<file path="src/rtl/bcd_scan_counter_pkg.sv">
// Shared constants and helpers for the multi-digit BCD scan counter:
// seven-segment decode, integer-to-BCD image and BCD validity check.
package bcd_scan_counter_pkg;

  localparam int MAX_DIGITS = 8;

  localparam logic [6:0] SEG_BLANK = 7'h00;
  localparam logic [6:0] SEG_0     = 7'h3F;
  localparam logic [6:0] SEG_1     = 7'h06;
  localparam logic [6:0] SEG_2     = 7'h5B;
  localparam logic [6:0] SEG_3     = 7'h4F;
  localparam logic [6:0] SEG_4     = 7'h66;
  localparam logic [6:0] SEG_5     = 7'h6D;
  localparam logic [6:0] SEG_6     = 7'h7D;
  localparam logic [6:0] SEG_7     = 7'h07;
  localparam logic [6:0] SEG_8     = 7'h7F;
  localparam logic [6:0] SEG_9     = 7'h6F;

  function automatic logic [6:0] seg_decode(input logic [3:0] nib);
    logic [6:0] seg;
    case (nib)
      4'd0:    seg = SEG_0;
      4'd1:    seg = SEG_1;
      4'd2:    seg = SEG_2;
      4'd3:    seg = SEG_3;
      4'd4:    seg = SEG_4;
      4'd5:    seg = SEG_5;
      4'd6:    seg = SEG_6;
      4'd7:    seg = SEG_7;
      4'd8:    seg = SEG_8;
      4'd9:    seg = SEG_9;
      default: seg = SEG_BLANK;
    endcase
    return seg;
  endfunction

  // Elaboration-time conversion; upper nibbles beyond the used decades come out zero.
  function automatic logic [31:0] to_bcd(input int value);
    logic [31:0] r;
    int          v;
    r = '0;
    v = value;
    for (int k = 0; k < MAX_DIGITS; k++) begin
      r[4*k +: 4] = 4'(v % 10);
      v = v / 10;
    end
    return r;
  endfunction

  function automatic logic bcd_valid(input logic [31:0] v);
    logic ok;
    ok = 1'b1;
    for (int k = 0; k < MAX_DIGITS; k++) begin
      if (v[4*k +: 4] > 4'd9) ok = 1'b0;
    end
    return ok;
  endfunction

endpackage

</file>
<file path="src/rtl/bcd_scan_counter_decade.sv">
// One BCD decade: sync load, increment with carry chain, decrement with borrow chain.
module bcd_decade (
  input  logic       clk,
  input  logic       rst,
  input  logic       inc_i,
  input  logic       dec_i,
  input  logic       load_i,
  input  logic [3:0] load_val_i,
  output logic [3:0] q_o,
  output logic       carry_o,
  output logic       borrow_o
);

  logic [3:0] digit_q, digit_d;

  always_comb begin
    digit_d = digit_q;
    if (load_i)
      digit_d = load_val_i;
    else if (inc_i)
      digit_d = (digit_q == 4'd9) ? 4'd0 : digit_q + 4'd1;
    else if (dec_i)
      digit_d = (digit_q == 4'd0) ? 4'd9 : digit_q - 4'd1;
  end

  always_ff @(posedge clk or negedge rst) begin
    if (!rst) digit_q <= 4'd0;
    else      digit_q <= digit_d;
  end

  assign q_o      = digit_q;
  assign carry_o  = inc_i & (digit_q == 4'd9);
  assign borrow_o = dec_i & (digit_q == 4'd0);

endmodule

</file>
<file path="src/rtl/bcd_scan_counter.sv">
// Multi-digit BCD up/down counter with prescaler, terminal-count wrap, guarded load
// and time-multiplexed seven-segment drive (shared segment bus, one-hot digit enables).
module bcd_scan_counter
  import bcd_scan_counter_pkg::*;
#(
  parameter int DIGITS    = 4,
  parameter int MAX_COUNT = 9999,
  parameter int TICK_DIV  = 1,
  parameter int SCAN_DIV  = 1000,
  parameter int BLANK_LZ  = 1
) (
  input  logic                  clk,
  input  logic                  rst,
  input  logic                  en,
  input  logic                  up,
  input  logic                  load,
  input  logic [4*DIGITS-1:0]   load_bcd,
  output logic [4*DIGITS-1:0]   count_bcd,
  output logic                  wrap,
  output logic [6:0]            segments,
  output logic [DIGITS-1:0]     digit_en
);

  localparam int BW = 4 * DIGITS;
  localparam int PW = (TICK_DIV > 1) ? $clog2(TICK_DIV) : 1;
  localparam int SW = (SCAN_DIV > 1) ? $clog2(SCAN_DIV) : 1;
  localparam int IW = (DIGITS > 1) ? $clog2(DIGITS) : 1;
  localparam logic [BW-1:0] MAX_BCD = BW'(to_bcd(MAX_COUNT));

  logic [BW-1:0]     count_q;
  logic [DIGITS:0]   carry, borrow;
  logic [PW-1:0]     presc_q, presc_d;
  logic [SW-1:0]     scan_q, scan_d;
  logic [IW-1:0]     idx_q, idx_d;
  logic              wrap_q;
  logic [6:0]        seg_q, seg_d;
  logic [DIGITS-1:0] den_q, den_d;

  logic              tick, load_ok, at_max, at_zero, wrap_up, wrap_dn;
  logic              dec_load;
  logic [BW-1:0]     dec_val;
  logic              unused_chain_top;

  assign tick    = en & (presc_q == PW'(TICK_DIV - 1));
  assign load_ok = load & bcd_valid(32'(load_bcd)) & (load_bcd <= MAX_BCD);
  assign at_max  = (count_q == MAX_BCD);
  assign at_zero = (count_q == '0);
  assign wrap_up = tick &  up & at_max  & ~load_ok;
  assign wrap_dn = tick & ~up & at_zero & ~load_ok;

  // Terminal wrap reuses the decade load path so the chain never has to roll over itself.
  assign dec_load  = load_ok | wrap_up | wrap_dn;
  assign dec_val   = load_ok ? load_bcd : (wrap_up ? '0 : MAX_BCD);
  assign carry[0]  = tick &  up & ~at_max  & ~load_ok;
  assign borrow[0] = tick & ~up & ~at_zero & ~load_ok;

  // Carry/borrow out of the top decade cannot occur: the terminal checks catch it first.
  assign unused_chain_top = carry[DIGITS] | borrow[DIGITS];

  for (genvar k = 0; k < DIGITS; k++) begin : g_decade
    bcd_decade u_decade (
      .clk        (clk),
      .rst        (rst),
      .inc_i      (carry[k]),
      .dec_i      (borrow[k]),
      .load_i     (dec_load),
      .load_val_i (dec_val[4*k +: 4]),
      .q_o        (count_q[4*k +: 4]),
      .carry_o    (carry[k+1]),
      .borrow_o   (borrow[k+1])
    );
  end

  always_comb begin
    presc_d = presc_q;
    if (load_ok)
      presc_d = '0;
    else if (en)
      presc_d = (presc_q == PW'(TICK_DIV - 1)) ? '0 : presc_q + PW'(1);
  end

  always_comb begin
    scan_d = scan_q + SW'(1);
    idx_d  = idx_q;
    if (scan_q == SW'(SCAN_DIV - 1)) begin
      scan_d = '0;
      idx_d  = (idx_q == IW'(DIGITS - 1)) ? '0 : idx_q + IW'(1);
    end
  end

  logic [DIGITS-1:0] lz;
  logic              hz;
  logic [3:0]        nib;
  logic              blank_sel;

  // lz[k]: decade k and everything above it are zero
  always_comb begin
    hz = 1'b1;
    lz = '0;
    for (int k = DIGITS - 1; k >= 1; k--) begin
      hz    = hz & (count_q[4*k +: 4] == 4'd0);
      lz[k] = hz;
    end
  end

  always_comb begin
    nib       = 4'd0;
    den_d     = '0;
    blank_sel = 1'b0;
    for (int k = 0; k < DIGITS; k++) begin
      if (idx_q == IW'(k)) begin
        nib       = count_q[4*k +: 4];
        den_d[k]  = 1'b1;
        blank_sel = lz[k];
      end
    end
    seg_d = ((BLANK_LZ != 0) && blank_sel) ? SEG_BLANK : seg_decode(nib);
  end

  always_ff @(posedge clk or negedge rst) begin
    if (!rst) begin
      presc_q <= '0;
      scan_q  <= '0;
      idx_q   <= '0;
      wrap_q  <= 1'b0;
      seg_q   <= SEG_0;
      den_q   <= DIGITS'(1);
    end else begin
      presc_q <= presc_d;
      scan_q  <= scan_d;
      idx_q   <= idx_d;
      wrap_q  <= wrap_up | wrap_dn;
      seg_q   <= seg_d;
      den_q   <= den_d;
    end
  end

  assign count_bcd = count_q;
  assign wrap      = wrap_q;
  assign segments  = seg_q;
  assign digit_en  = den_q;

endmodule

</file>
<file path="config.mk">
export PLATFORM = sky130hd
export DESIGN_NAME = bcd_scan_counter
export DESIGN_NICKNAME = d
export VERILOG_FILES = /design/src/rtl/bcd_scan_counter_pkg.sv /design/src/rtl/bcd_scan_counter_decade.sv /design/src/rtl/bcd_scan_counter.sv
export SDC_FILE = /design/constraint.sdc
export NUM_CORES = 1
export LEC_CHECK = 0
export ABC_AREA = 1
export CELL_PAD_IN_SITES_DETAIL_PLACEMENT = 0
export CELL_PAD_IN_SITES_GLOBAL_PLACEMENT = 2
export CORE_MARGIN = 1.5
export CORE_UTILIZATION = 30
export CTS_BUF_LIST = sky130_fd_sc_hd__clkbuf_8 sky130_fd_sc_hd__clkbuf_16
export DETAILED_ROUTE_END_ITERATION = 10
export PLACE_DENSITY_LB_ADDON = 0.1
export SLEW_MARGIN = 0
export SYNTH_ARGS = -nofsm -noshare
export SYNTH_HDL_FRONTEND = slang
export SYNTH_SLANG_ARGS = --single-unit
</file>
<file path="constraint.sdc">
create_clock -name clk -period 2.1 [get_ports clk]
set_input_delay 0.315 -clock clk [delete_from_list [all_inputs] [get_ports clk]]
set_output_delay 0.315 -clock clk [all_outputs]
set_load 0.01 [all_outputs]
</file>
After elaboration in Yosys (flattened, before gate mapping)
Memory sizes are Yosys's and may differ from the RTL's.
Index checks and enable logic that the tools add are counted.
{"block": "classes", "n_addsub": 11, "magnitude_cmp": 5, "n_eq_ne": 9, "n_mux": 43, "bitwise": 29, "n_reduce_logical": 11}
{"cell": "$mux 4", "count": 24}
{"cell": "$mux 16", "count": 2}
{"cell": "$and 1x1->1", "count": 21}
{"cell": "$add 4x1->4 const B", "count": 4}
{"cell": "$eq 16x16->1 const B", "count": 1}
{"cell": "$eq 4x4->1 const B", "count": 4}
{"cell": "$gt 4x4->1 const B", "count": 4}
{"cell": "$le 16x16->1 const B", "count": 1}
{"cell": "$logic_not 16->1", "count": 1}
{"cell": "$logic_not 4->1", "count": 4}
{"cell": "$sub 4x1->4 const B", "count": 4}
{"cell": "$mux 1", "count": 14}
{"cell": "$reduce_bool 3->1", "count": 4}
{"cell": "$add 10x1->10 const B", "count": 1}
{"cell": "$eq 10x10->1 const B", "count": 1}
{"cell": "$mux 10", "count": 1}
{"cell": "$mux 7", "count": 1}
{"cell": "$not 1->1", "count": 5}
{"cell": "$eq 2x2->1 const B", "count": 2}
{"cell": "$or 1x1->1", "count": 3}
{"cell": "$add 2x1->2 const B", "count": 1}
{"cell": "$eq 2x1->1 const B", "count": 1}
{"cell": "$logic_not 2->1", "count": 1}
{"cell": "$mux 2", "count": 1}
{"cell": "2 further kinds", "count": 2}
{"block": "totals", "regBits": 41, "rom_bits": 112, "inputBits": 21, "out_inout_bits": 28, "mem_count": 1}
{"memory": "(name not given)", "depth": 16, "word_bits": 7, "read_ports": 1, "rd_clocked_by_memory_dff": 0, "wr": 0, "line_no": "bcd_scan_counter_pkg.sv:21", "rtl": "case (nib)"}

Longest topological paths before layout
{"block": "depth", "ltp_word": 15, "mapped_depth": 14, "depth_no_buf": 13}

Modules after synthesis
Synthesis repeated with hierarchy kept, for this count alone.
{"block": "unflattened", "cells_unflattened": 486, "area_unflattened_um2": 3088.0}
{"mod": "bcd_scan_counter", "instances": 1, "cells_per_inst": 238, "area_per_inst_um2": 1686.6, "seq_area_each_um2": 609.3}
{"mod": "bcd_decade", "instances": 4, "cells_per_inst": 62, "area_per_inst_um2": 350.3, "seq_area_each_um2": 100.1}

Least setup slack after synthesis
Ideal clock, no wire load.
{"block": "synth_path", "path_type": "register to register", "startpoint": "register idx_q[0]", "endpoint": "register seg_q[3], in the netlist segments[3]", "setup_ns": 0.068, "arrival_ns": 1.780, "required_time_ns": 2.032, "setup_slack_ns": 0.252, "stages_incl_launch_ff": 12, "synth_period_minus_slack_ns": 1.848, "cell_sequence": "dfrtp_1 inv_1 ha_1 clkbuf_1 a21oi_1 o31ai_1 o21ai_0 ha_1 inv_1 nor2_1 nor2_1 nor2_1"}
{"block": "synth_between", "elab_chain_cells": 7, "elab_cells_between_ends": 13, "cone_classes": "3 x eq/ne; 8 x mux; 1 x reduce/logical; 1 x memory"}
{"element": "start: declaration", "line_no": "bcd_scan_counter.sv:34", "rtl": "logic [IW-1:0] idx_q, idx_d;"}
{"element": "start signal: assignment", "line_no": "bcd_scan_counter.sv:131", "rtl": "idx_q <= idx_d;"}
{"element": "$logic_not 2->1", "line_no": "bcd_scan_counter.sv:111", "rtl": "if (idx_q == IW'(k)) begin"}
{"element": "$mux 4 (4 in series)", "line_no": "bcd_scan_counter.sv:111"}
{"element": "$mem_v2 16x7"}
{"element": "$mux 7 (*)", "line_no": "bcd_scan_counter.sv:117", "rtl": "seg_d = ((BLANK_LZ != 0) && blank_sel) ? SEG_BLANK : seg_decode(nib);"}
{"element": "named net seg_d[3]", "line_no": "bcd_scan_counter.sv:36", "rtl": "logic [6:0] seg_q, seg_d;"}
{"element": "end signal: assignment", "line_no": "bcd_scan_counter.sv:133", "rtl": "seg_q <= seg_d;"}
{"element": "end: declaration", "line_no": "bcd_scan_counter.sv:36"}
Mark *: on every way through the listed nets, which the timed path passes. The rest lies on a longest branch.
A chain may end at the register's enable or synchronous reset.

Worst setup path in the final report
Ends and elaborated chain as after synthesis.

==> impl_metrics.tcl <==
set metrics [dict create \
    whs_ns 0.469 \
    gr-usage-met2 0.326 \
    drt_iter0_drc 167 \
    path_max_fanout 5 \
    stdcell_count 637 \
    vias 2962 \
    grt_pass1_vias 2963 \
    cts_buffers 5 \
    clk_latency_ns 0.32 \
    die_height_um 103 \
    drv_slew 0 \
    tightest_slew_ns 0.452 \
    grt-busiest-layer "met2" \
    finalSetupViolations 0 \
    post-route-util 0.410 \
    clk_path_buf_depth 2 \
    crit_path_top_delay_cell "dfrtp_2" \
    antenna_found_initial 0 \
    p_per_area_mw_per_mm2 1070 \
    layout_common_cells "nand2_1, clkdlybuf4s50_1, inv_1" \
    path_common_cell "nor2_1" \
    syn_to_final_growth_pct 32.3 \
    ys_types 38 \
    crit_arrival_ns 2.16 \
    layout-drive-gt1-share 0.210 \
    vias_per_cell 4.65 \
    cts_tree "yes" \
    io_pins 49 \
    ys_ff_latch 40 \
    critPathLaunchType "register" \
    critPathBufInv 2 \
    port_buffers 48 \
    ys_seq_area_frac 0.333 \
    r2r_start "idx_q[0]" \
    dieArea_sq_mm 0.0107 \
    dp_slack_ns -0.0920 \
    finalWirelength_um 8640 \
    synth_top_area_cell "dfrtp_1" \
    clock.fmax_mhz 520 \
    rr_worst_depth 10 \
    rows 36 \
    leakagePower_nw 1.94 \
    coreArea_sq_mm 0.00977 \
    syn_area_sq_mm 0.00303 \
    dp_hpwl_um 6890 \
    cts_root_buf "clkbuf_8" \
    final_nets 533 \
    path_delay_family "compound AO/OA/AOI/OAI gates" \
    rsz0062_at_grt "no" \
    clock_sinks 40 \
    gr-total-overflow 0 \
    cp.depth 10 \
    grt_max_degree 22 \
    maxCapViolations 0 \
    route.detailed.drc 0 \
    p_total_mw 4.28 \
    period_share 0.915 \
    layout_setup_ws_ns 0.178 \
    syn_avg_cell_area_sq_um 7.06 \
    regToRegSetupSlack_ns 0.18 \
    ys_warn_count 0 \
    synth_top_area_share 0.273 \
    ir_drop_uv 338 \
    drtAntennaViolNets 0 \
    grtUsageMet3 0.0255 \
    syn_inst 429 \
    die_x_um 103 \
    crit_end "segments[3]" \
    n_antenna_cell 0 \
    timing.rr.end "segments[3]" \
    worstSetupPathType "reg -> reg" \
    finalCriticalPeriod_ns 1.92 \
    grt_usage 0.178 \
    dr.pass1.iters 4 \
    hold_class "in -> async" \
    synth_nets 459 \
    hold_viol 0 \
    clkTransAtPathRegs_ns 0.11 \
    wire_per_inst_um 13.6 \
    fin_skew_ns 0.0223 \
    post-place-cells 627 \
    path_cells "inv_2 > ha_4 > a21oi_1 > o31ai_2 > o21ai_2 > ha_1 > inv_1 > nor2_1 > nor2_1 > nor2_1" \
    status "completed" \
    start_util 0.310 \
    max_slew_margin 0.698 \
    worst_setup_path_end_kind "register" \
    layout_commonest_cell "nand2_1" \
    gp_congestion 0.841 \
    synth_area_leaders "dfrtp_1, nand2_1, dfstp_2" \
    grtUsageMet1 0.214 \
    htree_levels 2 \
    crit_path_start "idx_q[0]" \
    grt_pass1_wl_um 14500 \
    cp.required_ns 2.34 \
    critical-path-max-stage-delay_ns 0.46 \
]
[logic make-up after synthesis]
| kind of cell | synth area share |
|---|---|
| buf+inv | 0.0867 |
| compound gates | 0.138 |
| flops | 0.333 |
| fa+ha+maj | 0.0372 |
| simple gates | 0.397 |
| xor+xnor | 0.00868 |
[metal layers]
layer	share of wire	wire length, um	up-vias
li1	-	-	1538
met1	0.44	3820	1349
met2	0.51	4360	60
met3	0.034	290	15
met4	0.018	157	0
met5	0	0	-
[stage by stage]
stage	TNS, ns	area (sq um)
floorplan	0	3030
global placement	-0.146	3820
detailed placement	-0.304	3820
CTS	0	3950
global route	0	4010
finish	0	4010
[cell type report]
cell class / instances / area (sq um)
clock buffer: 6 / 82.6
clock inverter: 2 / 38.8
fill: 1056 / 5770
inverter: 56 / 215
multi-input combinational: 326 / 1810
sequential: 40 / 1010
tap: 133 / 166
timing repair buffer: 74 / 686
[synthesized netlist by cell type (all sizes together)]
cell / number
dfrtp: 33
nor2: 60
a31oi: 4
buf: 5
ha: 9
and2: 1
nand4: 7
inv: 56
dfstp: 7
or2: 1
o22ai: 3
a21oi: 25
clkbuf: 2
o21a: 1
nand3b: 1
a21boi: 1
o31ai: 4
nor3: 7
nand3: 36
o21ai: 36
nor4: 1
xor2: 3
nand2: 126
[power by group]
part / internal [mW] / switching [mW]
combinational: 1.02 / 1.22
sequential: 1.01 / 0.307
clock: 0.390 / 0.325
[sequential cells by signal, summed over array words and instances (netlist names)]
name                   cells
digit_en                   4
g_decade.u_decade.q_o     16
idx_q                      2
scan_q                    10
segments                   7
wrap                       1
[worst min-delay path by stage]
stage	endpoint	slack [ns]	cells after the start
floorplan	digit_en[1]	0.02	0
global placement	segments[6]	0.30	1
global route	scan_q[2]	0.53	1
finish	digit_en[3]	0.47	2
detailed placement	segments[6]	0.29	1
CTS	digit_en[3]	0.48	2
[what timing repair did]
| item | 4_1_cts | 5_1_grt |
|---|---|---|
| pin swaps | 0 | 1 |
| buffers inserted | 0 | 1 |
| hold buffers | 1 | 0 |
| setup endpoints to repair | 3 | 7 |
| gates cloned | 0 | 0 |
| endpoints found under the hold margin | 13 | 0 |
| resized for setup | 2 | 14 |
(Power assumes the default switching activity.)
